===== config.mk =====
export PLATFORM = sky130hd
export DESIGN_NAME = lvl_cross_sampler
export DESIGN_NICKNAME = d
export VERILOG_FILES = /design/src/rtl/lvl_cross_sampler.sv
export SDC_FILE = /design/constraint.sdc
export NUM_CORES = 1
export LEC_CHECK = 0
export BUFFER_PORTS_ARGS = -buffer_cell sky130_fd_sc_hd__buf_2
export CAP_MARGIN = 20
export CELL_PAD_IN_SITES_DETAIL_PLACEMENT = 0
export CELL_PAD_IN_SITES_GLOBAL_PLACEMENT = 1
export CORE_MARGIN = 2
export CORE_UTILIZATION = 43
export CTS_CLUSTER_SIZE = 12
export DETAILED_ROUTE_END_ITERATION = 8
export GPL_TIMING_DRIVEN = 0
export HOLD_SLACK_MARGIN = 0.12
export PLACE_DENSITY = 0.75
export SYNTH_ARGS = -nofsm -noshare
export SYNTH_HDL_FRONTEND = slang
export SYNTH_SLANG_ARGS = --single-unit

===== constraint.sdc =====
create_clock -name clock -period 3.6 [get_ports clock]
set_clock_uncertainty 0.2 [all_clocks]
set_input_delay 0.9 -clock clock [delete_from_list [all_inputs] [get_ports clock]]
set_output_delay 0.9 -clock clock [all_outputs]
set_load 0.05 [all_outputs]

===== src/rtl/lvl_cross_sampler.sv =====
// Level-crossing encoder: tracks the band of a uniform level grid occupied by a
// signed 16-bit sample stream and emits one {direction, timestamp} word per level crossed.
`timescale 1ns/1ps
module lvl_cross_sampler #(
    parameter int unsigned LVLS_NUM        = 20,
    parameter int unsigned LVL_RESET_VALUE = 9,
    parameter logic [15:0] LVL_BASE        = 16'h8666,
    parameter logic [15:0] LVL_STEP        = 16'h0CCD
) (
    input  logic        clock,
    input  logic        reset_n,
    input  logic [15:0] adc_data,
    input  logic        adc_valid,
    output logic        adc_ready,
    output logic [15:0] lc_data,
    output logic        lc_valid,
    input  logic        lc_ready,
    output logic [4:0]  curr_lvl
);

    localparam int BASE_I = int'($signed(LVL_BASE));
    localparam int STEP_I = int'(LVL_STEP);
    localparam logic signed [16:0] STEP_S  = 17'(STEP_I);
    localparam logic signed [16:0] RST_LO  = 17'(BASE_I + int'(LVL_RESET_VALUE) * STEP_I);
    localparam logic signed [16:0] RST_HI  = 17'(BASE_I + int'(LVL_RESET_VALUE + 1) * STEP_I);
    localparam logic [4:0]         TOP_LVL = 5'(LVLS_NUM - 1);
    localparam logic [4:0]         RST_LVL = 5'(LVL_RESET_VALUE);
    localparam logic [14:0]        TICK_MAX = 15'h7FFF;

    typedef enum logic [1:0] {
        S_IDLE,
        S_CMP,
        S_EMIT
    } state_t;

    state_t             state_q,  state_d;
    logic [15:0]        sample_q, sample_d;
    logic [14:0]        tick_q,   tick_d;
    logic [4:0]         lvl_q,    lvl_d;
    logic signed [16:0] lo_q,     lo_d;
    logic signed [16:0] hi_q,     hi_d;
    logic [15:0]        data_q,   data_d;
    logic               valid_q,  valid_d;

    logic signed [16:0] sample_ext;
    logic               cross_up;
    logic               cross_dn;

    // NOTE: state flops use non-blocking assignments so every flop samples the
    // pre-edge values of the others, independent of statement order.
    always_ff @(posedge clock or negedge reset_n) begin
        if (!reset_n) begin
            state_q  <= S_IDLE;
            sample_q <= '0;
            tick_q   <= '0;
            lvl_q    <= RST_LVL;
            lo_q     <= RST_LO;
            hi_q     <= RST_HI;
            data_q   <= '0;
            valid_q  <= 1'b0;
        end else begin
            state_q  <= state_d;
            sample_q <= sample_d;
            tick_q   <= tick_d;
            lvl_q    <= lvl_d;
            lo_q     <= lo_d;
            hi_q     <= hi_d;
            data_q   <= data_d;
            valid_q  <= valid_d;
        end
    end

    // NOTE: every signal assigned here gets a default first, so no path leaves
    // one unassigned and no latch is inferred.
    always_comb begin
        state_d  = state_q;
        sample_d = sample_q;
        tick_d   = tick_q;
        lvl_d    = lvl_q;
        lo_d     = lo_q;
        hi_d     = hi_q;
        data_d   = data_q;
        valid_d  = valid_q;

        sample_ext = {sample_q[15], sample_q};
        cross_up   = (sample_ext >= hi_q) && (lvl_q < TOP_LVL);
        cross_dn   = (sample_ext < lo_q) && (lvl_q != 5'd0);

        case (state_q)
            S_IDLE: begin
                if (adc_valid) begin
                    sample_d = adc_data;
                    tick_d   = (tick_q == TICK_MAX) ? tick_q : tick_q + 15'd1;
                    state_d  = S_CMP;
                end
            end
            S_CMP, S_EMIT: begin
                // The handshake cycle re-checks the held sample against the already
                // stepped band, so a follow-on event is valid right after the handshake.
                if (state_q == S_CMP || lc_ready) begin
                    valid_d = 1'b0;
                    state_d = S_IDLE;
                    if (cross_up || cross_dn) begin
                        valid_d = 1'b1;
                        state_d = S_EMIT;
                        data_d  = {cross_up, tick_q};
                        tick_d  = '0;
                        if (cross_up) begin
                            lvl_d = lvl_q + 5'd1;
                            lo_d  = hi_q;
                            hi_d  = hi_q + STEP_S;
                        end else begin
                            lvl_d = lvl_q - 5'd1;
                            hi_d  = lo_q;
                            lo_d  = lo_q - STEP_S;
                        end
                    end
                end
            end
            default: state_d = S_IDLE;
        endcase
    end

    // Gated with reset_n so the block refuses samples for the whole reset interval.
    assign adc_ready = reset_n && (state_q == S_IDLE);
    assign lc_data   = data_q;
    assign lc_valid  = valid_q;
    assign curr_lvl  = lvl_q;

endmodule


Yosys cells after proc, flatten, opt, wreduce, memory -nomap -nowiden
Index checks and enable logic that the tools add are counted.
{"block": "classes", "addsub": 5, "order_cmp": 3, "n_eq_ne": 7, "muxes": 13, "reduce_logical": 14}
{"cell": "$mux W15", "n": 4}
{"cell": "$mux W17", "n": 2}
{"cell": "$pmux W15 S2", "n": 1}
{"cell": "$add A17 B13 Y17 const B", "n": 1}
{"cell": "$ge A16 B17 Y1", "n": 1}
{"cell": "$lt A16 B17 Y1", "n": 1}
{"cell": "$sub A17 B13 Y17 const B", "n": 1}
{"cell": "$add A15 B1 Y15 const B", "n": 1}
{"cell": "$eq A15 B15 Y1 const B", "n": 1}
{"cell": "$ne A2 B2 Y1 const B", "n": 4}
{"cell": "$mux W2", "n": 3}
{"cell": "$reduce_and A2 Y1", "n": 3}
{"cell": "$add A5 B1 Y5 const B", "n": 1}
{"cell": "$lt A5 B5 Y1 const B", "n": 1}
{"cell": "$mux W5", "n": 1}
{"cell": "$reduce_and A5 Y1", "n": 1}
{"cell": "$reduce_bool A5 Y1", "n": 1}
{"cell": "$sub A5 B1 Y5 const B", "n": 1}
{"cell": "$pmux W2 S2", "n": 1}
{"cell": "$logic_and A1 B1 Y1", "n": 3}
{"cell": "$reduce_and A3 Y1", "n": 1}
{"cell": "$eq A2 B1 Y1 const B", "n": 1}
{"cell": "$eq A2 B2 Y1 const B", "n": 1}
{"cell": "$logic_not A2 Y1", "n": 1}
{"cell": "4 further kinds", "n": 5}
{"block": "word_totals", "ff_bits": 89, "in_bits": 20, "elab_cells": 50}

Logic depth before layout (Yosys ltp)
{"block": "depth", "depth_word": 6, "mapped_depth": 16, "depth_no_buf": 14}

Worst setup path after synthesis
No wires, ideal clock.
{"block": "synth_timing", "kind": "register to register", "startpoint": "reg hi_q[6]", "endpoint": "reg lvl_q[4], in the netlist curr_lvl[4]", "setup_time_ps": 121, "arrival_ps": 3474, "slack_ps": -195, "stages_incl_launch_ff": 17, "path_cell_list": "dfstp_2 inv_1 ha_1 nand4_1 or3_1 a31o_1 a31oi_4 and2_1 buf_6 inv_2 buf_2 fa_1 a21o_1 a21oi_1 xnor2_1 nor2_1 a22o_1"}
{"block": "synth_between", "elab_chain_cells": 4}
{"item": "from (decl)", "line": "41", "text": "logic signed [16:0] hi_q, hi_d;"}
{"item": "from (signal assigned)", "line": "67", "text": "hi_q <= hi_d;"}
{"item": "$ge A16 B17 Y1 *", "line": "86", "text": "cross_up = (sample_ext >= hi_q) && (lvl_q < TOP_LVL);"}
{"item": "$logic_and A1 B1 Y1 *", "line": "86"}
{"item": "$logic_or A1 B1 Y1", "line": "103", "text": "if (cross_up || cross_dn) begin"}
{"item": "$reduce_and A3 Y1 (no source line)"}
{"item": "to (signal assigned)", "line": "65", "text": "lvl_q <= lvl_d;"}
{"item": "to (decl)", "line": "39", "text": "logic [4:0] lvl_q, lvl_d;"}
Mark *: on every way between the ends. The rest lies on a longest branch, timed or not.
A chain may end at the register's enable or synchronous reset.

Worst setup path after layout
{"block": "layout_timing", "startpoint": "reg hi_q[3]", "endpoint": "reg lvl_q[4], in the netlist curr_lvl[4]"}
The elaborated chain is that of the path after synthesis.

==> results_dict.tcl <==
set metrics [dict create \
    outcome "complete, but fails checks" \
    violations "negative setup slack" \
    critPathMaxFanout 7 \
    place_hpwl_mm 12.71 \
    clk_pin_slew_ns 0.07 \
    root_buffer "clkbuf_16" \
    hold_path.class "in2async" \
    cp-start-kind "flip-flop" \
    drt_iter0_drc 496 \
    synth_seq_cells 89 \
    hold_buffers 0 \
    dpl_cell_area_um2 6247 \
    fmax_ghz 0.2774 \
    synth_enable_flop_cells 0 \
    clockBufferDepth 2 \
    firstDrtPassIters 5 \
    grt_overflow 0 \
    syn2layout_area_growth_pct 17.02 \
    cp.arrival_ns 3.66 \
    die_w_um 119.8 \
    syn_area_um2 5764 \
    synth-seq-area-share 0.3905 \
    routedWlPerCell_um 20.75 \
    critical_path_buf_inv_count 3 \
    htreeDepth 3 \
    io_pins 43 \
    portBuffers 42 \
    start_util 0.4370 \
    critical_path_class "reg2reg" \
    clk_latency_ns 0.36 \
    grt_max_degree 65 \
    syn_inst 612 \
    synth_fp_nets 675 \
    finalSetupTns_ns -0.005375 \
    post-route-min-period_ns 3.605 \
    finalNetCount 745 \
    final-setup-viol-count 1 \
    ant_nets 0 \
    synth_top_area_share 0.3039 \
    fin_cells 863 \
    cts_sinks 89 \
    slowest_stage "dfstp_2" \
    final-max-slew-violation-count 0 \
    vias 5260 \
    tightest_slew_ns 0.9775 \
    synthDistinctLibCells 64 \
    critical_path.cell_chain "inv_4 > ha_4 > nand4_1 > buf_6 > or3_4 > a31o_1 > a31oi_4 > and2_4 > inv_8 > fa_2 > a21o_1 > a21oi_4 > xnor2_1 > nor2_1 > a22o_1" \
    yosys.area.top_type "dfrtp_1" \
    wl_met3_mm 1.481 \
    finalHoldViolCount 0 \
    grt_pass1_wl_mm 28.48 \
    synth-main-ff-cell "dfrtp_1" \
    avgSynthCellArea_um2 9.419 \
    drc_errors 0 \
    wirelength_mm 17.91 \
    wl_met2_mm 8.323 \
    period_share 1.001 \
    fin_area_um2 6745 \
    track_usage 0.2594 \
    drive_gt1_frac 0.2445 \
    slew_headroom 0.3439 \
    setup_ws_ns -0.005375 \
    grt_pass1_vias 5095 \
    antenna_found_initial 0 \
    cts_tree "built" \
    critPathCaptureType "flip-flop" \
    ys.warnings.count 0 \
    cpPeakStageDelay_ns 0.56 \
    numCtsBuffers 9 \
    cpLargestDelayFamily "compound AO/OA/AOI/OAI gates" \
    gp_congestion 0.8871 \
    drt-met1-wl_mm 7.775 \
    required_ns 3.65 \
    dieArea_um2 14350 \
    dp.cells 832 \
    rows 42 \
    cap_violations 0 \
    antennaDiodeCount 0 \
    n_fill_cell 1254 \
    synthTopCellsByArea "dfrtp_1 (30%), ha_1 (9.1%), dfstp_2 (8.7%), mux2_2 (6.3%), a21oi_1 (5.1%)" \
    rsz0062_at_grt "yes" \
    async_reset_ff_frac 1.000 \
    top_layer "met4" \
    fp.dieH_um 119.8 \
    core-area_um2 13190 \
    vias_per_cell 6.095 \
    hold_ws_ns 0.2552 \
]
-- area by class of cell --
type | count | area (um2) | share of cell area
Inverter | 41 | 163.9 | 0.02430
Buffer | 26 | 133.9 | 0.01985
Clock inverter | 6 | 47.55 | 0.007049
Tap cell | 176 | 220.2 | 0.03265
Multi-Input combinational cell | 454 | 3301 | 0.4893
Sequential cell | 89 | 2253 | 0.3341
Timing Repair Buffer | 61 | 386.6 | 0.05732
Clock buffer | 10 | 239.0 | 0.03543
-- final timing paths --
| check | cells past startpoint | startpoint | slack [ns] | to |
|---|---|---|---|---|
| worst max-delay path | 15 | hi_q[3] | -0.005 | curr_lvl[4] |
| worst min-delay path | 1 | reset_n | 0.26 | sample_q[5] |
| worst max register to register | 15 | hi_q[3] | -0.005 | curr_lvl[4] |
| worst min register to register | 1 | lc_data[11] | 0.29 | lc_data[11] |
| max in group asynchronous | 2 | reset_n | 2.26 | lo_q[16] |
| min in group clock | 1 | lc_data[11] | 0.29 | lc_data[11] |
-- cells in the final DEF (no fill, tap or decap), drive strengths merged, types with 7 or more instances in the layout --
master and count:
o22ai 7, o21ai 36, nand2 45, dfstp 19, nor3 20, clkbuf 24
a21oi 60, a31oi 23, nand3 19, a2bb2oi 7, o2bb2ai 10, ha 42
a221o 7, nor2 38, o221ai 9, buf 73, nand4 10, dfrtp 70
inv 44, mux2 39
-- kinds of logic (layout without fill, tap and decap cells) --
logic type	count (synthesis)	count (layout)	synth area share
AO/OA/AOI/OAI	209	209	0.2475
AND/OR/NAND/NOR	154	154	0.1246
flip-flops	89	89	0.3905
buffers and inverters	69	144	0.05187
multiplexers	44	44	0.08487
adder cells (fa/ha/maj)	43	43	0.09464
XOR/XNOR	4	4	0.006079
-- through the flow --
step | utilization | setup slack, ns
floorplan | - | -0.06737
detailed placement | 0.4736 | -0.6344
finish | 0.5114 | -0.005375
global route | 0.5114 | -0.1027
CTS | 0.5054 | -0.2232
global placement | 0.4708 | -0.5991
-- layer usage --
metal | global-route usage | up-vias
met5 | 0 | -
met4 | 0.07647 | 0
met3 | 0.07795 | 30
met2 | 0.4079 | 214
met1 | 0.3463 | 2565
li1 | - | 2451
-- cell usage after synthesis (5+ instances only) --
cell type,number
buf_2,8
nand2_1,45
mux2i_1,5
mux2_1,7
a221o_1,7
dfrtp_1,70
nor3_1,20
dfstp_2,19
inv_1,40
a21oi_1,59
a22o_1,5
o2bb2ai_1,10
ha_1,42
nand3_1,19
o22ai_1,7
a2bb2oi_1,7
nand4_1,10
o21ai_0,33
a22oi_1,5
nor2_1,38
a31oi_1,22
o221ai_1,9
clkbuf_1,15
mux2_2,32
-- registers in the layout (all words and copies together) (netlist names) --
name and count:
lo_q 17, tick_q 15, state_q 2, lc_data 16, curr_lvl 5, lc_valid 1
sample_q 16, hi_q 17
-- what timing repair did --
| item | 4_1_cts | 5_1_grt |
|---|---|---|
| resized for setup | 14 | 18 |
| setup buffers | 13 | 4 |
| pin swaps | 11 | 9 |
| endpoints found under the setup margin | 50 | 52 |
Power is not shown: default switching activity piles up to over one toggle a cycle in this logic, so the estimate is an artifact.
